## src/rtl/grf_write_arbiter.sv

```systemverilog
// grf_write_arbiter
//   Drives the GRF write port (grf_we/grf_a3/grf_wd/grf_wpc) and is its only
//   source. W-stage writeback and MDU results are merged onto that port. A W
//   write always wins the port. MDU results are taken over a valid/ready
//   handshake and held in a small FIFO. They drain onto the port on cycles with
//   no effective W write. Decode is stalled while one of its source registers
//   is still waiting in the FIFO, and while the FIFO is full.
//
//   Ports
//     clk, reset                     clock (rising edge); asynchronous active-low reset
//     w_we, w_a3, w_wd, w_pc         W-stage write request (no backpressure)
//     md_valid, md_ready             MDU result handshake
//     md_a3, md_wd, md_pc            MDU result payload
//     q_a1, q_a2                     decode source registers
//     stall                          decode hold (combinational)
//     count                          FIFO occupancy, 0..DEPTH
//     grf_we, grf_a3, grf_wd, grf_wpc  registered GRF write port
module grf_write_arbiter #(
    parameter int DEPTH = 4,
    parameter int AW    = 5,
    parameter int DW    = 32
) (
    input  logic                       clk,
    input  logic                       reset,
    input  logic                       w_we,
    input  logic [AW-1:0]              w_a3,
    input  logic [DW-1:0]              w_wd,
    input  logic [DW-1:0]              w_pc,
    input  logic                       md_valid,
    output logic                       md_ready,
    input  logic [AW-1:0]              md_a3,
    input  logic [DW-1:0]              md_wd,
    input  logic [DW-1:0]              md_pc,
    input  logic [AW-1:0]              q_a1,
    input  logic [AW-1:0]              q_a2,
    output logic                       stall,
    output logic [$clog2(DEPTH):0]     count,
    output logic                       grf_we,
    output logic [AW-1:0]              grf_a3,
    output logic [DW-1:0]              grf_wd,
    output logic [DW-1:0]              grf_wpc
);

    localparam int PW = $clog2(DEPTH);
    localparam int CW = PW + 1;
    localparam logic [CW-1:0] FULL_CNT = CW'(DEPTH);

    logic [AW-1:0] fifo_a3 [DEPTH];
    logic [DW-1:0] fifo_wd [DEPTH];
    logic [DW-1:0] fifo_pc [DEPTH];
    logic [DEPTH-1:0] vld_p1;
    logic [PW-1:0] wr_ptr;
    logic [PW-1:0] rd_ptr;

    logic ew_p0;
    logic pop_p0;
    logic push_p0;
    logic full_p0;
    logic hit1_p0;
    logic hit2_p0;

    // ---- stage 0: decisions from the inputs and the current FIFO state ----
    // Writes to $0 are dropped. Dropping them keeps the port free for a drain.
    assign ew_p0    = w_we && (w_a3 != '0);
    assign full_p0  = (count == FULL_CNT);
    assign md_ready = (count < FULL_CNT);
    assign pop_p0   = !ew_p0 && (count != '0);
    // An MDU result for $0 completes its handshake and is not stored.
    assign push_p0  = md_valid && md_ready && (md_a3 != '0);

    // The head entry stays valid until the edge that pops it. A reader of
    // that register is stalled until then.
    always_comb begin
        hit1_p0 = 1'b0;
        hit2_p0 = 1'b0;
        for (int i = 0; i < DEPTH; i++) begin
            if (vld_p1[i] && (q_a1 != '0) && (fifo_a3[i] == q_a1)) hit1_p0 = 1'b1;
            if (vld_p1[i] && (q_a2 != '0) && (fifo_a3[i] == q_a2)) hit2_p0 = 1'b1;
        end
    end

    assign stall = full_p0 || hit1_p0 || hit2_p0;

    // ---- stage 1: FIFO state and GRF write port registers ----
    // A full FIFO never accepts, so the push slot never coincides with the
    // slot being popped.
    always_ff @(posedge clk or negedge reset) begin
        if (!reset) begin
            wr_ptr <= '0;
            rd_ptr <= '0;
            count  <= '0;
            vld_p1 <= '0;
        end else begin
            if (push_p0) begin
                wr_ptr         <= wr_ptr + 1'b1;
                vld_p1[wr_ptr] <= 1'b1;
            end
            if (pop_p0) begin
                rd_ptr         <= rd_ptr + 1'b1;
                vld_p1[rd_ptr] <= 1'b0;
            end
            case ({push_p0, pop_p0})
                2'b10:   count <= count + 1'b1;
                2'b01:   count <= count - 1'b1;
                default: count <= count;
            endcase
        end
    end

    always_ff @(posedge clk) begin
        if (push_p0) begin
            fifo_a3[wr_ptr] <= md_a3;
            fifo_wd[wr_ptr] <= md_wd;
            fifo_pc[wr_ptr] <= md_pc;
        end
    end

    always_ff @(posedge clk or negedge reset) begin
        if (!reset) begin
            grf_we  <= 1'b0;
            grf_a3  <= '0;
            grf_wd  <= '0;
            grf_wpc <= '0;
        end else if (ew_p0) begin
            grf_we  <= 1'b1;
            grf_a3  <= w_a3;
            grf_wd  <= w_wd;
            grf_wpc <= w_pc;
        end else if (pop_p0) begin
            grf_we  <= 1'b1;
            grf_a3  <= fifo_a3[rd_ptr];
            grf_wd  <= fifo_wd[rd_ptr];
            grf_wpc <= fifo_pc[rd_ptr];
        end else begin
            grf_we  <= 1'b0;
        end
    end

endmodule

```

## config.mk

```make
export PLATFORM = sky130hd
export DESIGN_NAME = grf_write_arbiter
export DESIGN_NICKNAME = d
export VERILOG_FILES = /design/src/rtl/grf_write_arbiter.sv
export SDC_FILE = /design/constraint.sdc
export NUM_CORES = 1
export LEC_CHECK = 0
export BUFFER_PORTS_ARGS = -buffer_cell sky130_fd_sc_hd__buf_2
export CAP_MARGIN = 5
export CORE_ASPECT_RATIO = 0.8
export CORE_UTILIZATION = 50
export CTS_CLUSTER_DIAMETER = 120
export DETAILED_ROUTE_END_ITERATION = 7
export PLACE_DENSITY = 0.73
export SYNTH_ARGS = -nofsm -noshare
export SYNTH_HDL_FRONTEND = slang
export SYNTH_SLANG_ARGS = --single-unit
```

## constraint.sdc

```tcl
create_clock -name clk -period 2.82 [get_ports clk]
set_clock_uncertainty 0.1 [all_clocks]
set_input_delay 0.141 -clock clk [delete_from_list [all_inputs] [get_ports clk]]
set_output_delay 0.141 -clock clk [all_outputs]
set_load 0.03 [all_outputs]
```

==> results of run 1 <==
==> sequential cells by signal (all words and copies together), names as in the netlist <==
name,flops
count,3
fifo_a3,20
fifo_pc,128
fifo_wd,128
grf_a3,5
grf_wd,32
grf_we,1
grf_wpc,32
rd_ptr,2
vld_p1,4
wr_ptr,2
==> per-layer routing <==
metal / vias up / share of wire / routed length, um / track usage
li1: 3812 / - / - / -
met1: 4181 / 0.43 / 13700 / 0.309
met2: 310 / 0.48 / 15300 / 0.356
met3: 38 / 0.076 / 2420 / 0.0448
met4: 0 / 0.012 / 372 / 0.0442
met5: - / 0 / 0 / 0
==> area by class of cell <==
cell class / instances / area (um2) / share of cell area
tap: 364 / 455 / 0.0247
multi-input combinational: 380 / 3680 / 0.199
antenna: 2 / 5.00 / 0.000271
timing repair buffer: 384 / 2790 / 0.151
inverter: 9 / 33.8 / 0.00183
sequential: 357 / 10300 / 0.559
clock buffer: 47 / 1000 / 0.0543
clock inverter: 17 / 179 / 0.00969
==> power breakdown <==
group | switching (mW) | internal (mW)
registers | 0.575 | 6.70
clock network | 1.87 | 2.87
logic | 2.94 | 2.32
==> cell usage after synthesis (5+ instances only) <==
cell type and count:
nor4_1 8, xnor2_1 12, mux2i_1 68, inv_1 9, buf_2 23, clkbuf_1 10
nand3_1 8, buf_4 11, nor2_1 74, mux4_2 69, a21oi_1 71, ha_1 9
nand2_1 5, xor2_1 33, edfxtp_1 276, dfrtp_1 81
==> cells in the final DEF, fill, tap and decap left out, types with 3 or more instances in the layout <==
| master | instances |
|---|---|
| clkbuf_8 | 4 |
| dlygate4sd3_1 | 141 |
| nor2_1 | 74 |
| buf_4 | 9 |
| mux4_2 | 69 |
| ha_1 | 9 |
| inv_1 | 9 |
| nand3_1 | 8 |
| xor2_1 | 33 |
| buf_2 | 225 |
| edfxtp_1 | 276 |
| clkbuf_1 | 6 |
| nor3_1 | 3 |
| nor4_1 | 8 |
| nand2_1 | 5 |
| bufinv_16 | 4 |
| mux2i_1 | 68 |
| xnor2_1 | 12 |
| clkinv_2 | 5 |
| dfrtp_1 | 79 |
| a21oi_1 | 71 |
| buf_12 | 9 |
| and2_4 | 4 |
| clkbuf_16 | 37 |
| clkinv_1 | 7 |
==> final timing paths <==
path	startpoint	endpoint	slack, ns	depth (start not counted)
worst min register to register	count[0]	count[0]	0.47	1
min in group asynchronous	reset	grf_a3[0]	0.21	2
worst max-delay path	count[0]	grf_a3[3]	0.16	5
worst max register to register	count[0]	grf_a3[3]	0.16	5
max in group asynchronous	reset	count[2]	1.62	3
worst min-delay path	md_valid	wr_ptr[0]	0.07	3
==> metrics by stage <==
step	util	hold slack, ns	instance area, um2	cells
2_1_floorplan	-	-0.255	14300	796
3_3_place_gp	0.574	0.204	15900	1353
4_1_cts	0.668	0.0599	18500	1558
3_5_place_dp	0.574	0.211	15900	1353
6_report	0.668	0.0705	18500	1560
5_1_grt	0.668	0.0734	18500	1559
==> cell families (layout without fill, tap and decap cells) <==
family                     after synthesis  after routing  share of synthesized area
DFF                                    357            357                      0.722
muxes                                  139            139                      0.158
and+or+nand+nor                        108            108                     0.0325
AOI/OAI and AO/OA                       78             78                     0.0286
buffers and inverters                   59            457                     0.0215
xor gates and xnor gates                45             45                     0.0276
adders and majority gates               10             10                    0.00929
other                                    0              2                          0
==> worst max-delay path, delay by kind of cell (launching register included) <==
family          cells  cell delay (ns)
buf+inv             2             1.00
flops               1             0.44
mux                 1             0.40
simple gates        1             0.30
compound gates      1             0.19
==> results.sh, run 1 <==
export IMPL_place_worst_setup_slack_ns=0.308
export IMPL_post_cts_resize_count=0
export IMPL_total_power_mw=17.3
export IMPL_first_global_vias=8722
export IMPL_max_slew_worst_pin_slew_ns=0.894
export IMPL_drc=0
export IMPL_worst_ir_drop_vdd_v=0.000580
export IMPL_detail_route_vias_per_cell=5.35
export IMPL_worst_path_largest_cell_delay_ns=0.55
export IMPL_initial_utilization=0.517
export IMPL_critPathLaunchType="flip-flop"
export IMPL_min_period_ns=2.66
export IMPL_detailedPlacementHpwl_mm=19.1
export IMPL_synth_cells=796
export IMPL_synthDistinctLibCells=31
export IMPL_final_fill_count=1833
export IMPL_global_route_wire_length_before_repair_mm=48.9
export IMPL_postCtsHoldBufs=141
export IMPL_drtPass1Iterations=6
export IMPL_maxCapViolations=0
export IMPL_postSynthNetCount=958
export IMPL_count_of_final_hold_check_violations=0
export IMPL_netlist_area_leader_share=0.580
export IMPL_setup_viol_count_final=0
export IMPL_postCtsSetupBuffers=0
export IMPL_clockBufferDepth=3
export IMPL_critPathRequiredTime_ns=3.09
export IMPL_worstSetupPathType="reg2reg"
export IMPL_cts_h_tree_lvls=2
export IMPL_fp_dieH_um=153
export IMPL_layout_setup_ws_ns=0.159
export IMPL_count_of_buffers_inserted_at_the_top_level_ports=226
export IMPL_drv_slew=0
export IMPL_cpMaxStageDelayCell="dlygate4sd3_1"
export IMPL_drt_iter0_markers=478
export IMPL_grt_use_total=0.219
export IMPL_ys_seq_elements=357
export IMPL_setup_tns_final_ns=0
export IMPL_outcome="finished clean"
export IMPL_rsz0062_at_grt="no"
export IMPL_globalRouteOverflowTotal=0
export IMPL_relSlewSlack=0.404
export IMPL_share_of_flip_flops_with_an_asynchronous_set_or_reset_after_synthesis=0.227
export IMPL_synthTopCellsByArea="edfxtp_1 (58%), dfrtp_1 (14%), mux4_2 (11%)"
export IMPL_final_layout_size_suffix_gt1_frac=0.312
export IMPL_post_drt_wl_per_cell_um=20.4
export IMPL_cell_area_after_technology_mapping_um2=14300
export IMPL_drtAntennaViolNets=0
export IMPL_critical_path_endpoint_type="flip-flop"
export IMPL_ys_seq_area_frac=0.722
export IMPL_fin_crit_sh=0.943
export IMPL_clk_latency_ns=0.50
export IMPL_critPathMaxFanout=70
export IMPL_cts_sink_count=357
export IMPL_routed_wirelength_mm=31.8
export IMPL_cts_made_buffers=36
export IMPL_ctsRootBufferMaster="clkbuf_16"
export IMPL_synth_area_per_cell_um2=17.9
export IMPL_worstPathCellList="nor3_2, buf_12, mux2_2, a22o_1, dlygate4sd3_1"
export IMPL_post_synth_top_area_cell="edfxtp_1"
export IMPL_dieWidth_um=191
export IMPL_ioPinCount=227
export IMPL_die_area_um2=29200
export IMPL_placementRows=54
export IMPL_antenna_found_initial=2
export IMPL_crit_arrival_ns=2.93
export IMPL_pin_count_of_the_biggest_net_entering_global_routing=138
export IMPL_vias=8341
export IMPL_clk_pin_slew_worst_paths_ns=0.06
export IMPL_place_congestion=0.848
export IMPL_clock_fmax_ghz=0.376
export IMPL_cts_tree="built"
export IMPL_p_per_area_nw_per_um2=936
export IMPL_area_inside_the_core_boundary_um2=27600
export IMPL_leakage_power_of_the_design_nw=6.81
export IMPL_most_common_flop_cell_mapped_by_yosys="edfxtp_1"
export IMPL_fin_nets=1330
export IMPL_syn2layout_area_growth_pct=29.3
export IMPL_synth_edff_count=276
export IMPL_hp_class="in2reg"
export IMPL_yosys_warnings=0
No activity file was read; power rests on OpenSTA's default activity.
==> run 2, diff against run 1 <==
--- a/config.mk
+++ b/config.mk
@@ -8,10 +8,10 @@
 export BUFFER_PORTS_ARGS = -buffer_cell sky130_fd_sc_hd__buf_2
 export CAP_MARGIN = 5
 export CORE_ASPECT_RATIO = 0.8
-export CORE_UTILIZATION = 50
+export CORE_UTILIZATION = 30
 export CTS_CLUSTER_DIAMETER = 120
 export DETAILED_ROUTE_END_ITERATION = 7
-export PLACE_DENSITY = 0.73
+export PLACE_DENSITY = 0.46
 export SYNTH_ARGS = -nofsm -noshare
 export SYNTH_HDL_FRONTEND = slang
 export SYNTH_SLANG_ARGS = --single-unit
==> constraint.sdc (replaced) <==
create_clock -name clk -period 2.88 [get_ports clk]
set_clock_uncertainty 0.1 [all_clocks]
set_input_delay 0.144 -clock clk [delete_from_list [all_inputs] [get_ports clk]]
set_output_delay 0.144 -clock clk [all_outputs]
set_load 0.03 [all_outputs]
==> run 2 against run 1 <==
Compared with the run above:
- critical path depth unchanged
- flip-flop and latch count unchanged
- global-route usage is 7.9 points lower
- cell area rose by 2.2%
- combinational power hardly changed
- clock power rose by 1%
- sequential share of layout area is 1.2 points lower
- critical path type unchanged
==> results.sh, run 2 (synthesis gave the netlist of run 1 again) <==
export IMPL_drv_slew=0
export IMPL_drc=0
export IMPL_final_fill_count=4387
export IMPL_drtAntennaViolNets=0
export IMPL_p_per_area_nw_per_um2=909
export IMPL_clockBufferDepth=3
export IMPL_globalRouteOverflowTotal=0
export IMPL_min_period_ns=2.67
export IMPL_ff2ff_setup_slack_ns=0.21
export IMPL_vias=8205
export IMPL_antenna_found_initial=1
export IMPL_cts_h_tree_lvls=2
export IMPL_detailedPlacementHpwl_mm=21.0
export IMPL_outcome="finished clean"
export IMPL_count_of_buffers_inserted_at_the_top_level_ports=226
export IMPL_grt_use_total=0.140
export IMPL_layout_top_registers="fifo_pc x128, fifo_wd x128"
export IMPL_n_antenna_cell=0
export IMPL_ioPinCount=227
export IMPL_fin_crit_sh=0.928
export IMPL_routed_wirelength_mm=33.8
export IMPL_worst_r2r_startpoint="count[0]"
export IMPL_detail_route_vias_per_cell=4.50
export IMPL_place_congestion=0.790
export IMPL_mostFrequentLayoutCell="edfxtp_1"
export IMPL_drt_iter0_markers=288
export IMPL_cts_tree="built"
export IMPL_dp_cells=1614
export IMPL_syn2layout_area_growth_pct=32.1
export IMPL_leakage_power_of_the_design_nw=6.86
export IMPL_maxCapViolations=0
export IMPL_dieWidth_um=246
export IMPL_critPathRequiredTime_ns=3.18
export IMPL_relSlewSlack=0.567
export IMPL_rsz0062_at_grt="no"
export IMPL_count_of_final_hold_check_violations=0
export IMPL_critPathLaunchType="flip-flop"
export IMPL_cts_sink_count=357
export IMPL_placementRows=71
export IMPL_pin_count_of_the_biggest_net_entering_global_routing=138
export IMPL_crit_arrival_ns=2.97
export IMPL_clock_fmax_ghz=0.374
export IMPL_setup_tns_final_ns=0
export IMPL_first_global_vias=8697
export IMPL_ctsRootBufferMaster="clkbuf_16"
export IMPL_area_inside_the_core_boundary_um2=47000
export IMPL_worst_r2r_cell_count=5
export IMPL_fin_nets=1338
export IMPL_fp_dieH_um=197
export IMPL_post_drt_wl_per_cell_um=18.5
export IMPL_total_power_mw=17.1
export IMPL_leading_cell_types_in_the_layout_fill_and_taps_excluded="edfxtp_1 (276), buf_2 (225), dlygate4sd3_1 (141), dfrtp_1 (79), nor2_1 (74)"
export IMPL_clk_pin_slew_worst_paths_ns=0.06
export IMPL_global_route_wire_length_before_repair_mm=51.6
export IMPL_clk_latency_ns=0.53
export IMPL_final_layout_size_suffix_gt1_frac=0.313
export IMPL_critPathMaxFanout=70
export IMPL_worstSetupPathType="reg2reg"
export IMPL_critical_path_endpoint_type="flip-flop"
export IMPL_worst_ir_drop_vdd_v=0.000523
export IMPL_die_area_um2=48500
export IMPL_initial_utilization=0.304
export IMPL_cts_made_buffers=39
export IMPL_hp_class="in2async"
export IMPL_max_slew_worst_pin_slew_ns=0.650
export IMPL_drtPass1Iterations=6
export IMPL_setup_viol_count_final=0
export IMPL_final_cell_count_no_fill=1825
export IMPL_postCtsSetupBuffers=0
export IMPL_timing_rr_end="grf_a3[4]"
[run 2: cell count changes in the layout (fill, tap and decap cells not counted)]
| cell | delta |
|---|---|
| clkbuf_1 | +6 |
| buf_4 | +4 |
| clkbuf_16 | +4 |
| clkbuf_8 | -3 |
| bufinv_16 | -2 |
| diode_2 | -2 |
| buf_12 | +1 |
| clkinv_1 | +1 |
| clkinv_2 | -1 |
| clkinv_4 | +1 |
| clkinvlp_4 | -1 |
| inv_8 | +1 |
[run 2: report_power, final]
group	switching (mW)	total (mW)	leakage, nW	internal, mW
registers	0.493	7.06	3.43	6.56
clock network	1.98	4.79	0.593	2.81
logic	3.00	5.29	2.84	2.30
total	5.47	17.1	6.86	11.7
[run 2: how the worst max path moves through the flow]
stage,to,slack [ns],cells after the start,startpoint
CTS,grf_a3[4],0.19,5,count[0]
global placement,count[2],0.37,10,w_a3[1]
finish,grf_a3[4],0.21,5,count[0]
global route,grf_a3[4],0.09,5,count[0]
detailed placement,count[2],0.33,10,w_a3[1]
floorplan,fifo_a3[0][0],0.29,3,count[2]
[run 2: routing by layer]
layer  part of all wire  routed length, um  GRT usage  vias up
li1                   -                  -          -     3829
met1               0.49              16500      0.201     4117
met2               0.44              15000      0.216      212
met3              0.049               1670     0.0298       45
met4              0.017                563     0.0347        2
met5            0.00030                 10          0        -
[run 2: stage by stage]
stage               worst slack (ns)  hold WS, ns  utilization  cell area [um2]
floorplan                      0.292       -0.252            -            14300
global placement               0.370        0.101        0.346            16200
detailed placement             0.329       0.0962        0.346            16200
CTS                            0.186       0.0499        0.401            18900
global route                  0.0908       0.0845        0.401            18900
finish                         0.209       0.0594        0.401            18900
[run 2: cell type report]
cell class | instances | area (um2) | share of cell area
Tap cell | 620 | 776 | 0.0411
Multi-Input combinational cell | 380 | 3680 | 0.195
Clock inverter | 16 | 130 | 0.00690
Clock buffer | 54 | 1080 | 0.0575
Inverter | 9 | 33.8 | 0.00179
Sequential cell | 357 | 10300 | 0.547
Timing Repair Buffer | 389 | 2840 | 0.150
[run 2: timing repair]
action,CTS,global route
hold buffers,141,0
endpoints found under the hold margin,387,0
resized for setup,0,0
[run 2: critical path: stages (launching register included)]
cell,delay [ns]
dfrtp_1,0.46
nor3_2,0.31
buf_12,0.47
mux2_2,0.40
a22o_1,0.20
dlygate4sd3_1,0.56
